[config.mk]
export PLATFORM = sky130hd
export DESIGN_NAME = dmem_lsu
export DESIGN_NICKNAME = d
export VERILOG_FILES = /design/src/rtl/dmem_lsu.sv
export SDC_FILE = /design/constraint.sdc
export NUM_CORES = 1
export LEC_CHECK = 0
export CAP_MARGIN = 25
export CORE_ASPECT_RATIO = 1.1
export CORE_UTILIZATION = 40
export DETAILED_ROUTE_END_ITERATION = 8
export PLACE_DENSITY_LB_ADDON = 0.12
export SLEW_MARGIN = 20
export SYNTH_ARGS = -nofsm -noshare
export SYNTH_HDL_FRONTEND = slang
export SYNTH_SLANG_ARGS = --single-unit
[constraint.sdc]
create_clock -name clk -period 3.5 [get_ports clk]
set_clock_uncertainty 0.2 [all_clocks]
set_input_delay 0.875 -clock clk [delete_from_list [all_inputs] [get_ports clk]]
set_output_delay 0.875 -clock clk [all_outputs]
set_load 0.01 [all_outputs]
[src/rtl/dmem_lsu.sv]
// Load/store unit between the core memory stage and a word-organised data RAM.
// Misaligned accesses are split into two aligned word accesses; all outputs are registered.
module dmem_lsu #(
    parameter int unsigned ADDR_W = 14
) (
    input  logic              clk,
    input  logic              rst_n,
    input  logic              req_valid,
    output logic              req_ready,
    input  logic              req_we,
    input  logic [2:0]        req_funct3,
    input  logic [31:0]       req_addr,
    input  logic [31:0]       req_wdata,
    output logic              resp_valid,
    output logic              resp_err,
    output logic [31:0]       resp_rdata,
    output logic              mem_en,
    output logic [3:0]        mem_we,
    output logic [ADDR_W-1:0] mem_addr,
    output logic [31:0]       mem_din,
    input  logic [31:0]       mem_dout
);

    typedef enum logic [1:0] {IDLE, ACC1, ACC2, RESP} state_t;

    state_t      state;
    logic        l_we;
    logic [2:0]  l_funct3;
    logic [1:0]  l_off;
    logic        l_split;
    logic [3:0]  hi_we;
    logic [31:0] hi_din;
    logic [31:0] lo_word;

    logic [2:0]  size;
    logic [1:0]  off;
    logic        illegal;
    logic        range_err;
    logic        split;
    logic [7:0]  mask;
    logic [63:0] store_d;

    always_comb begin
        off = req_addr[1:0];
        case (req_funct3[1:0])
            2'b00:   size = 3'd1;
            2'b01:   size = 3'd2;
            default: size = 3'd4;
        endcase
        illegal = (req_funct3 == 3'b011) || (req_funct3[2:1] == 2'b11) ||
                  (req_we && req_funct3[2]);
        // One 33-bit compare covers both high address bits and running off the top
        range_err = ({1'b0, req_addr} + {30'b0, size}) > (33'd1 << ADDR_W);
        split     = ({1'b0, off} + size) > 3'd4;
        mask      = ((8'd1 << size) - 8'd1) << off;
        store_d   = {32'b0, req_wdata} << {off, 3'b000};
    end

    function automatic logic [31:0] extract(input logic [31:0] hi, input logic [31:0] lo,
                                            input logic [1:0] sh, input logic [2:0] f3);
        logic [31:0] r;
        r = 32'({hi, lo} >> {sh, 3'b000});
        case (f3)
            3'b000:  return {{24{r[7]}}, r[7:0]};
            3'b001:  return {{16{r[15]}}, r[15:0]};
            3'b100:  return {24'b0, r[7:0]};
            3'b101:  return {16'b0, r[15:0]};
            default: return r;
        endcase
    endfunction

    always_ff @(posedge clk or negedge rst_n) begin
        if (!rst_n) begin
            state      <= IDLE;
            req_ready  <= 1'b1;
            resp_valid <= 1'b0;
            resp_err   <= 1'b0;
            resp_rdata <= '0;
            mem_en     <= 1'b0;
            mem_we     <= '0;
            mem_addr   <= '0;
            mem_din    <= '0;
            l_we       <= 1'b0;
            l_funct3   <= '0;
            l_off      <= '0;
            l_split    <= 1'b0;
            hi_we      <= '0;
            hi_din     <= '0;
            lo_word    <= '0;
        end else begin
            unique case (state)
                IDLE: begin
                    if (req_valid) begin
                        req_ready <= 1'b0;
                        l_we      <= req_we;
                        l_funct3  <= req_funct3;
                        l_off     <= off;
                        l_split   <= split;
                        hi_we     <= req_we ? mask[7:4] : 4'b0;
                        hi_din    <= req_we ? store_d[63:32] : 32'b0;
                        if (illegal || range_err) begin
                            state      <= RESP;
                            resp_valid <= 1'b1;
                            resp_err   <= 1'b1;
                            resp_rdata <= '0;
                        end else begin
                            state    <= ACC1;
                            mem_en   <= 1'b1;
                            mem_addr <= {req_addr[ADDR_W-1:2], 2'b00};
                            mem_we   <= req_we ? mask[3:0] : 4'b0;
                            mem_din  <= req_we ? store_d[31:0] : 32'b0;
                        end
                    end
                end
                ACC1: begin
                    lo_word <= mem_dout;
                    if (l_split) begin
                        state    <= ACC2;
                        mem_addr <= mem_addr + ADDR_W'(4);
                        mem_we   <= hi_we;
                        mem_din  <= hi_din;
                    end else begin
                        state      <= RESP;
                        mem_en     <= 1'b0;
                        mem_we     <= '0;
                        mem_din    <= '0;
                        resp_valid <= 1'b1;
                        resp_err   <= 1'b0;
                        resp_rdata <= l_we ? 32'b0 : extract(32'b0, mem_dout, l_off, l_funct3);
                    end
                end
                ACC2: begin
                    state      <= RESP;
                    mem_en     <= 1'b0;
                    mem_we     <= '0;
                    mem_din    <= '0;
                    resp_valid <= 1'b1;
                    resp_err   <= 1'b0;
                    resp_rdata <= l_we ? 32'b0 : extract(mem_dout, lo_word, l_off, l_funct3);
                end
                RESP: begin
                    state      <= IDLE;
                    req_ready  <= 1'b1;
                    resp_valid <= 1'b0;
                    resp_err   <= 1'b0;
                    resp_rdata <= '0;
                end
            endcase
        end
    end

endmodule
==> results.yml, run 1 <==
global_route:
  grt_antenna_before_repair: 1
  use_met3_pct: 4.75
  grt_use_total_pct: 24.8
  grt_max_degree: 81
  gr-max-usage-layer: "met2"
  grt.met1_usage_pct: 33.3
  grt-ovfl-total: 0
  grtUsageMet2_pct: 39.9
  grt_pass1_wl_um: 46800
  grt_pass1_vias: 8753
placed_design:
  port_buffers: 186
  pre_cts_slack_ns: -1.46
  dpl.hpwl_um: 21900
  gp_congestion: 0.888
  placedCellCount: 1530
logic_synthesis:
  synth_edf_count: 0
  synth_ff_type: "dfrtp_1"
  ys_warn_count: 0
  yosysSeqAreaShare_pct: 40.1
  synth_top_area_cell: "dfrtp_1"
  synthCells: 997
  synth_top_area_share_pct: 39.8
  ys_types: 72
  synth_area_um2: 9560
  ys_top_cells_by_count: "152 x dfrtp_1, 118 x nand2_1, 94 x o21ai_0"
  yosysMostFrequentCell: "dfrtp_1"
  avgSynthCellArea_um2: 9.59
  ys_seq_elements: 153
  async_flop_share_pct: 100
  ys_top_cells_by_area: "dfrtp_1 40%, mux2_2 9.8%, mux2i_1 6.0%, o21ai_0 4.9%, nand2_1 4.6%"
drt:
  wl_per_cell_um: 19.8
  vias: 9055
  route.detailed.drc: 0
  vias_per_cell: 5.67
  finalWirelength_um: 31600
  drt_iter0_drc: 688
  final_antenna_net_count: 0
  dr.pass1.iters: 7
floorplanning:
  io_pins: 189
  die_w_um: 149
  die-area_um2: 24500
  initial_core_util_pct: 41.3
  die_h_um: 164
  design.core.area_um2: 23100
  rows: 58
clocking:
  numClockSinks: 153
  cts_root_buffer: "clkbuf_16"
  cts_tree: "yes"
  numCtsBuffers: 17
  path_clk_slew_ns: 0.07
  insertion_delay_ns: 0.43
  clock_tree.buffer_depth: 2
  h-tree-depth: 4
  cts_hold_buf: 0
status:
  violations: "negative setup slack"
  status: "complete, but fails checks"
critical_path:
  rr_worst_depth: 9
  ff2ff_setup_slack_ns: 0.64
  max_stage_delay_ns: 0.52
  required_ns: 3.62
  setup.worst_path.class: "in2reg"
  cp_slowest_cell: "or4_4"
  startpoint_type: "primary input"
  timing.rr.start: "l_off[0]"
  end_kind: "register"
  regToRegEndpoint: "resp_rdata[30]"
  critPathMostFrequentCell: "or2_4"
  crit_arrival_ns: 4.23
  path_max_fanout: 8
  cp_cell_sequence: "buf_8, or2_4, inv_4, ha_4, fa_2, or4_4, a221o_1, a211oi_2, a31oi_2, or2_4, buf_6, nor2_4, a31oi_4, buf_12, clkbuf_16, mux2_4"
pwr:
  peakVddDrop_mv: 0.392
  leakagePower_nw: 6.34
  power_mw: 11.6
  power.density_nw_per_um2: 814
finish:
  area_delta_synth_final_pct: 48.6
  fin_nets: 1398
  drive_gt1_share_pct: 31.2
  stdcell_count: 1597
  nFillCells: 1989
sta:
  post-route-period-util_pct: 117
  whs_ns: 0.266
  relSlewSlack_pct: 43.3
  finalWorstSetupSlack_ns: -0.611
  rsz0062_at_grt: "true"
  fmax_ghz: 0.243
  slew_violations: 0
  worst_pin_slew_ns: 0.850
  finalSetupViolCount: 84
  hold_viol: 0
  min_period_ns: 4.11
flow_run:
  drv_cap: 0
worst_hold_path:
  min_path_type: "in2async"
## layer usage
metal	part of all wire [%]	wire length [µm]	vias to the layer above
li1	-	-	4303
met1	44	13900	4394
met2	48	15100	307
met3	5.6	1770	51
met4	2.3	742	0
met5	0	0	-
## worst max path at each step
| stage | from | cells past startpoint | end | slack [ns] |
|---|---|---|---|---|
| after global placement | req_funct3[1] | 14 | mem_addr[10] | -1.36 |
| after CTS | req_funct3[0] | 14 | mem_addr[6] | -0.66 |
| after global routing | req_funct3[1] | 16 | mem_din[24] | -0.67 |
| after floorplan | req_funct3[1] | 12 | mem_addr[6] | -0.72 |
| after detailed placement | req_funct3[1] | 14 | mem_addr[6] | -1.46 |
| final | req_funct3[1] | 16 | mem_din[4] | -0.61 |
## timing repair
item                                    4_1_cts  5_1_grt
gates resized for setup                      30      125
cloned                                        1       12
endpoints found under the setup margin       84       84
buffers inserted                              8       15
pin swaps                                    13       71
## cell families (layout without fill, tap and decap cells)
| kind of cell | Yosys count | after routing | share of synthesized area (%) |
|---|---|---|---|
| DFF | 153 | 153 | 40.1 |
| xor gates and xnor gates | 10 | 10 | 0.916 |
| other | 1 | 3 | 0.0392 |
| and+or+nand+nor | 269 | 270 | 13.4 |
| buffers and inverters | 82 | 379 | 3.51 |
| adders and majority gates | 12 | 12 | 1.65 |
| AOI/OAI and AO/OA | 297 | 297 | 20.8 |
| muxes | 173 | 173 | 19.6 |
## final cells by class
type	count	area [µm²]	area share [%]
multi-input combinational	764	6030	42.5
sequential	153	3830	27.0
timing repair buffer	333	3350	23.6
clock buffer	19	453	3.19
tap	300	375	2.64
clock inverter	13	110	0.775
inverter	14	55.1	0.388
antenna	1	2.50	0.0176
## cell usage in the layout (no fill, tap or decap), types with 16 or more instances in the layout
cell,instances
mux2i_1,57
dfrtp_1,150
a22o_1,16
nand3_1,17
mux2_4,34
clkbuf_16,25
buf_4,111
mux2_2,82
nand2_1,86
o21ai_2,16
a21oi_1,40
clkdlybuf4s50_1,170
buf_6,18
o21ai_0,92
nand2_4,20
nor2_1,48
## state kept, by name, indices dropped and copies added (netlist names), 2 cells and up
name / flops
resp_rdata: 32
lo_word: 32
mem_we: 4
l_funct3: 3
state: 2
l_off: 2
mem_din: 32
mem_addr: 12
hi_din: 24
hi_we: 4
## worst max-delay path, delay by kind of cell
| kind | cells | cell delay (ns) |
|---|---|---|
| mux | 1 | 0.30 |
| compound gates | 4 | 0.69 |
| fa+ha+maj | 2 | 0.55 |
| simple gates | 4 | 1.17 |
| buf+inv | 5 | 0.64 |
## metrics by stage
stage	utilization (%)	instance area (µm²)	TNS [ns]
after floorplan	-	9740	-49.46
after global placement	54.5	12600	-106.78
after detailed placement	54.5	12600	-111.92
after CTS	57.5	13300	-46.80
after global routing	61.4	14200	-50.66
final	61.4	14200	-43.30
## power breakdown
group / total (mW) / switching [mW] / internal, mW / leakage, nW
Sequential: 3.08 / 0.587 / 2.50 / 1.96
Combinational: 6.71 / 3.26 / 3.45 / 4.11
Clock: 1.77 / 0.807 / 0.963 / 0.273
Total: 11.6 / 4.65 / 6.91 / 6.34
No activity file was read; power rests on OpenSTA's default activity.
==> run 2, diff against run 1 <==
- PLACE_DENSITY_LB_ADDON: 0.12 -> not set
==> run 2 against run 1 <==
- the flow still finishes with violations (negative setup slack)
- global-route usage increased by 0.86 points
- non-clock buffer count rose by 9
- maximum frequency up 0.51%
- final cell count is 0.50% higher
- wire length decreased by 2.0%
- flip-flop and latch count is the same
- final area rose by 0.64%
- sequential share of layout area decreased by 0.17 points
- critical path depth stayed put
- power increased by 1.1%
- worst hold slack lost 0.058 ns
- count of clock-buffer cells in the layout down 2
==> results.yml, run 2 (synthesis gave the netlist of run 1 again) <==
global_route:
  grt_max_degree: 57
  grt_use_total_pct: 25.7
  grt_pass1_wl_um: 48700
  grt_antenna_before_repair: 0
  grt-ovfl-total: 0
  grt_pass1_vias: 9068
drt:
  dr.pass1.iters: 5
  drt_iter0_drc: 555
  route.detailed.drc: 0
  vias: 9053
  vias_per_cell: 5.64
  finalWirelength_um: 30900
  final_antenna_net_count: 0
  wl_per_cell_um: 19.3
sta:
  finalWorstSetupSlack_ns: -0.590
  fmax_ghz: 0.245
  min_period_ns: 4.09
  post-route-period-util_pct: 117
  relSlewSlack_pct: 35.6
  slew_violations: 0
  hold_viol: 0
  finalSetupViolCount: 84
  worst_pin_slew_ns: 0.966
  rsz0062_at_grt: "true"
placed_design:
  dpl.hpwl_um: 22100
  port_buffers: 186
  pre_cts_slack_ns: -1.42
  gp_congestion: 0.896
  place_area_um2: 12700
clocking:
  cts_hold_buf: 0
  cts_root_buffer: "clkbuf_16"
  h-tree-depth: 4
  numClockSinks: 153
  path_clk_slew_ns: 0.07
  clock_tree.buffer_depth: 2
  cts_tree: "yes"
  insertion_delay_ns: 0.43
  numCtsBuffers: 17
finish:
  drive_gt1_share_pct: 31.6
  n_antenna_cell: 0
  layout_commonest_cell: "clkdlybuf4s50_1"
  area_delta_synth_final_pct: 49.6
  final_cell_mix: "171 x clkdlybuf4s50_1, 150 x dfrtp_1, 119 x buf_4, 91 x o21ai_0, 90 x nand2_1"
  fin_nets: 1407
  design_area_um2: 14300
  reg_top3: "lo_word (32), mem_din (32), resp_rdata (32)"
critical_path:
  path_max_fanout: 4
  timing.rr.start: "state[0]"
  setup.worst_path.class: "in2reg"
  startpoint_type: "primary input"
  ff2ff_setup_slack_ns: 0.80
  required_ns: 3.63
  regToRegEndpoint: "mem_addr[11]"
  rr_worst_depth: 6
  crit_arrival_ns: 4.22
  end_kind: "register"
status:
  violations: "negative setup slack"
  status: "complete, but fails checks"
floorplanning:
  io_pins: 189
  die_h_um: 164
  initial_core_util_pct: 41.3
  design.core.area_um2: 23100
  rows: 58
  die-area_um2: 24500
  die_w_um: 149
pwr:
  peakVddDrop_mv: 0.437
  leakagePower_nw: 6.28
  power.density_nw_per_um2: 818
worst_hold_path:
  min_path_type: "in2async"
flow_run:
  drv_cap: 0
[run 2: per-stage QoR]
| stage | utilization [%] | setup TNS [ns] | instances | power (mW) | hold slack (ns) |
|---|---|---|---|---|---|
| 2_1_floorplan | - | -49.46 | 998 | 6.60 | 0.250 |
| 3_3_place_gp | 54.9 | -111.54 | 1539 | 8.83 | 0.265 |
| 3_5_place_dp | 54.9 | -113.10 | 1539 | 8.90 | 0.268 |
| 4_1_cts | 61.0 | -44.07 | 1604 | 11.5 | 0.225 |
| 5_1_grt | 61.8 | -48.64 | 1605 | 12.4 | 0.247 |
| 6_report | 61.8 | -40.97 | 1605 | 11.7 | 0.207 |
[run 2: area by class of cell]
cell class / instances / area [µm²]
Multi-Input combinational cell: 764 / 6090
Timing Repair Buffer: 342 / 3310
Sequential cell: 153 / 3830
Clock inverter: 15 / 198
Inverter: 14 / 57.6
Tap cell: 300 / 375
Fill cell: 1935 / 8850
Clock buffer: 17 / 425
[run 2: where the power goes]
part           total (mW)  internal [mW]  switching (mW)
logic                6.65           3.43            3.21
clock network        1.95           1.10           0.856
registers            3.09           2.50           0.600
[run 2: worst max-delay path by stage]
stage	start	endpoint	slack (ns)	cells past startpoint
finish	req_funct3[1]	mem_addr[7]	-0.59	16
global route	req_funct3[1]	mem_din[8]	-0.67	16
CTS	req_funct3[0]	mem_din[30]	-0.61	16
detailed placement	req_funct3[1]	mem_addr[10]	-1.42	14
global placement	req_funct3[0]	mem_din[9]	-1.38	17
floorplan	req_funct3[1]	mem_addr[6]	-0.72	12
[run 2: what timing repair did]
| item | in CTS | in global routing |
|---|---|---|
| pin swaps | 54 | 31 |
| cloned | 6 | 0 |
| endpoints found under the hold margin | 0 | 0 |
| gates resized for setup | 120 | 40 |
| buffers inserted | 28 | 7 |
| setup endpoints to repair | 84 | 84 |
[run 2: worst max-delay path: stages]
cell and delay (ns):
buf_6 0.09, or2_4 0.26, inv_4 0.07, ha_4 0.14
fa_2 0.42, or4_4 0.52, a221o_1 0.29, a211oi_2 0.17
a31oi_2 0.12, or2_4 0.26, buf_6 0.13, o31ai_4 0.32
buf_4 0.19, buf_6 0.12, nand4_1 0.10, o211a_1 0.14
[run 2: metal layers]
layer / vias to the layer above / share of wire [%] / global-route usage [%]
met1: 4399 / 43 / 33.8
met4: 0 / 2.4 / 8.44
li1: 4306 / - / -
met5: - / 0 / 0
met3: 51 / 5.5 / 3.75
met2: 297 / 49 / 43.0
==> run 3, diff against run 2 <==
==> constraint.sdc (replaced) <==
create_clock -name clk -period 3.5 [get_ports clk]
set_clock_uncertainty 0.2 [all_clocks]
set_input_delay 0.525 -clock clk [delete_from_list [all_inputs] [get_ports clk]]
set_output_delay 0.525 -clock clk [all_outputs]
set_load 0.01 [all_outputs]
==> run 3 against run 2 <==
- the flow still finishes with violations (negative setup slack)
- clock power is 6% lower
- final area decreased by 0.92%
- largest power group unchanged
- worst hold slack gained 0.052 ns
- die area stayed put
- setup slack improved by 0.36 ns
==> results.yml, run 3 (synthesis gave the netlist of run 1 again) <==
finish:
  final_cell_mix: "168 x clkdlybuf4s50_1, 150 x dfrtp_1, 91 x nand2_1, 91 x o21ai_0, 87 x buf_4"
  layout_commonest_cell: "clkdlybuf4s50_1"
  reg_top3: "lo_word (32), mem_din (32), resp_rdata (32)"
  fin_nets: 1376
  area_delta_synth_final_pct: 48.2
  seqCellArea_um2: 3830
  finish.utilization_pct: 61.2
  drive_gt1_share_pct: 30.2
  nFillCells: 1933
  multiInputGateArea_um2: 6090
  design_area_um2: 14200
  n_antenna_cell: 0
sta:
  finalWorstSetupSlack_ns: -0.233
  rsz0062_at_grt: "true"
  fin_setup_tns_ns: -9.92
  min_period_ns: 3.73
  fmax_ghz: 0.268
  finalSetupViolCount: 79
  relSlewSlack_pct: 33.4
  worst_pin_slew_ns: 0.999
  post-route-period-util_pct: 107
  hold_viol: 0
  slew_violations: 0
critical_path:
  rr_worst_depth: 11
  crit_start: "req_funct3[0]"
  cp.depth: 14
  cp_slowest_cell: "or4_1"
  end_kind: "register"
  critPathBufInv: 3
  required_ns: 3.62
  crit_path_end: "mem_addr[12]"
  setup.worst_path.class: "in2reg"
  cp_cell_sequence: "buf_6, or2_4, inv_4, ha_4, fa_2, or4_1, a221o_1, a211oi_2, a31oi_1, or2_4, buf_12, o31ai_4, nand4_1, o221a_2"
  critPathMostFrequentCell: "or2_4"
  ff2ff_setup_slack_ns: 0.52
  regToRegEndpoint: "resp_rdata[20]"
  timing.rr.start: "l_off[1]"
  startpoint_type: "primary input"
  max_stage_delay_ns: 0.52
  path_max_fanout: 4
  crit_arrival_ns: 3.85
  crit_family: "simple AND/OR/NAND/NOR gates"
drt:
  wl_per_cell_um: 20.1
  drt_iter0_drc: 642
  vias_per_cell: 5.76
  vias: 9064
  finalWirelength_um: 31700
  final_antenna_net_count: 0
  route.detailed.drc: 0
  dr.pass1.iters: 5
global_route:
  grt_antenna_before_repair: 0
  grt-ovfl-total: 0
  grt_pass1_vias: 8866
  grt_max_degree: 71
  grt_pass1_wl_um: 48900
  grt_use_total_pct: 25.8
pwr:
  power_frac_seq_pct: 26.6
  power_mw: 11.8
  peakVddDrop_mv: 0.671
  leakagePower_nw: 6.22
  switching_share_pct: 40.3
  clkPwrFrac_pct: 15.6
  power_frac_comb_pct: 57.8
  power.density_nw_per_um2: 833
  p_int_mw: 7.05
  power.switching_mw: 4.76
floorplanning:
  io_pins: 189
  initial_core_util_pct: 41.3
  rows: 58
  die_h_um: 164
  design.core.area_um2: 23100
  die-area_um2: 24500
  die_w_um: 149
clocking:
  numClockSinks: 153
  h-tree-depth: 4
  numCtsBuffers: 17
  cts_root_buffer: "clkbuf_16"
  cts_tree: "yes"
  insertion_delay_ns: 0.43
  clock_tree.buffer_depth: 2
  path_clk_slew_ns: 0.07
flow_run:
  drv_cap: 0
placed_design:
  dpl.hpwl_um: 21700
  gp_congestion: 0.848
  port_buffers: 186
  place_area_um2: 12500
worst_hold_path:
  hp-start: "req_funct3[1]"
  min_path_type: "in2reg"
status:
  status: "complete, but fails checks"
  violations: "negative setup slack"
-- run 3: cell types whose count changed in the layout (fill, tap and decap cells not counted), sizes merged --
cell,change
dlygate4sd3,+1
clkdlybuf4s15,+1
clkinvlp,+1
clkdlybuf4s50,-3
clkinv,+2
clkbuf,+4
inv,-2
dlymetal6s2s,+11
bufinv,-1
buf,-36
dlygate4sd2,-9
-- run 3: cell type report --
class / count / area share [%]
Clock buffer: 17 / 3.00
Clock inverter: 15 / 1.11
Inverter: 14 / 0.389
Multi-Input combinational cell: 764 / 43.0
Sequential cell: 153 / 27.1
Tap cell: 300 / 2.65
Timing Repair Buffer: 311 / 22.8
-- run 3: metrics by stage --
step                      hold WS, ns  std cells  setup slack [ns]
after global routing            0.253       1574            -0.302
final                           0.260       1574            -0.233
after detailed placement        0.269       1516             -1.08
after global placement          0.263       1516             -1.02
after CTS                       0.255       1565            -0.281
after floorplan                0.0294        998            -0.371
-- run 3: what timing repair did --
| action | CTS | global route |
|---|---|---|
| endpoints found under the hold margin | 66 | 0 |
| buffers inserted | 9 | 11 |
| setup endpoints to repair | 84 | 83 |
| hold buffers | 1 | 0 |
| gates resized for setup | 76 | 93 |
| cloned | 7 | 3 |
| pin swaps | 34 | 39 |
-- run 3: worst min-delay path by stage --
stage / end / slack (ns) / depth (start not counted)
global placement: resp_rdata[3] / 0.26 / 2
finish: l_funct3[1] / 0.26 / 3
CTS: l_funct3[1] / 0.25 / 3
floorplan: hi_din[0] / 0.03 / 0
detailed placement: resp_rdata[6] / 0.27 / 2
global route: l_funct3[1] / 0.25 / 3
-- run 3: worst reg2reg max path, cell delays in order (launching register included) --
cell,delay [ns]
dfrtp_2,0.54
mux2_2,0.40
nand2_1,0.06
o21ai_0,0.15
nand2_1,0.13
a21oi_1,0.07
o21bai_1,0.40
buf_4,0.29
a21oi_1,0.08
buf_4,0.19
o21ai_0,0.28
o21ai_2,0.07
-- run 3: layer usage --
metal / vias up / GRT usage [%] / wire length [µm] / part of all wire (%)
met1: 4438 / 33.7 / 13600 / 43
met2: 333 / 43.0 / 15700 / 49
met3: 38 / 5.19 / 1950 / 6.2
met4: 0 / 6.91 / 497 / 1.6
li1: 4255 / - / - / -
met5: - / 0 / 0 / 0
-- run 3: power groups by stage --
stage	registers [mW]	clock network, mW	logic [mW]
after floorplan	3.05	0	3.55
after global placement	3.11	0	5.67
after detailed placement	3.11	0	5.73
after CTS	3.10	1.88	6.30
after global routing	3.24	1.95	7.27
final	3.14	1.84	6.82
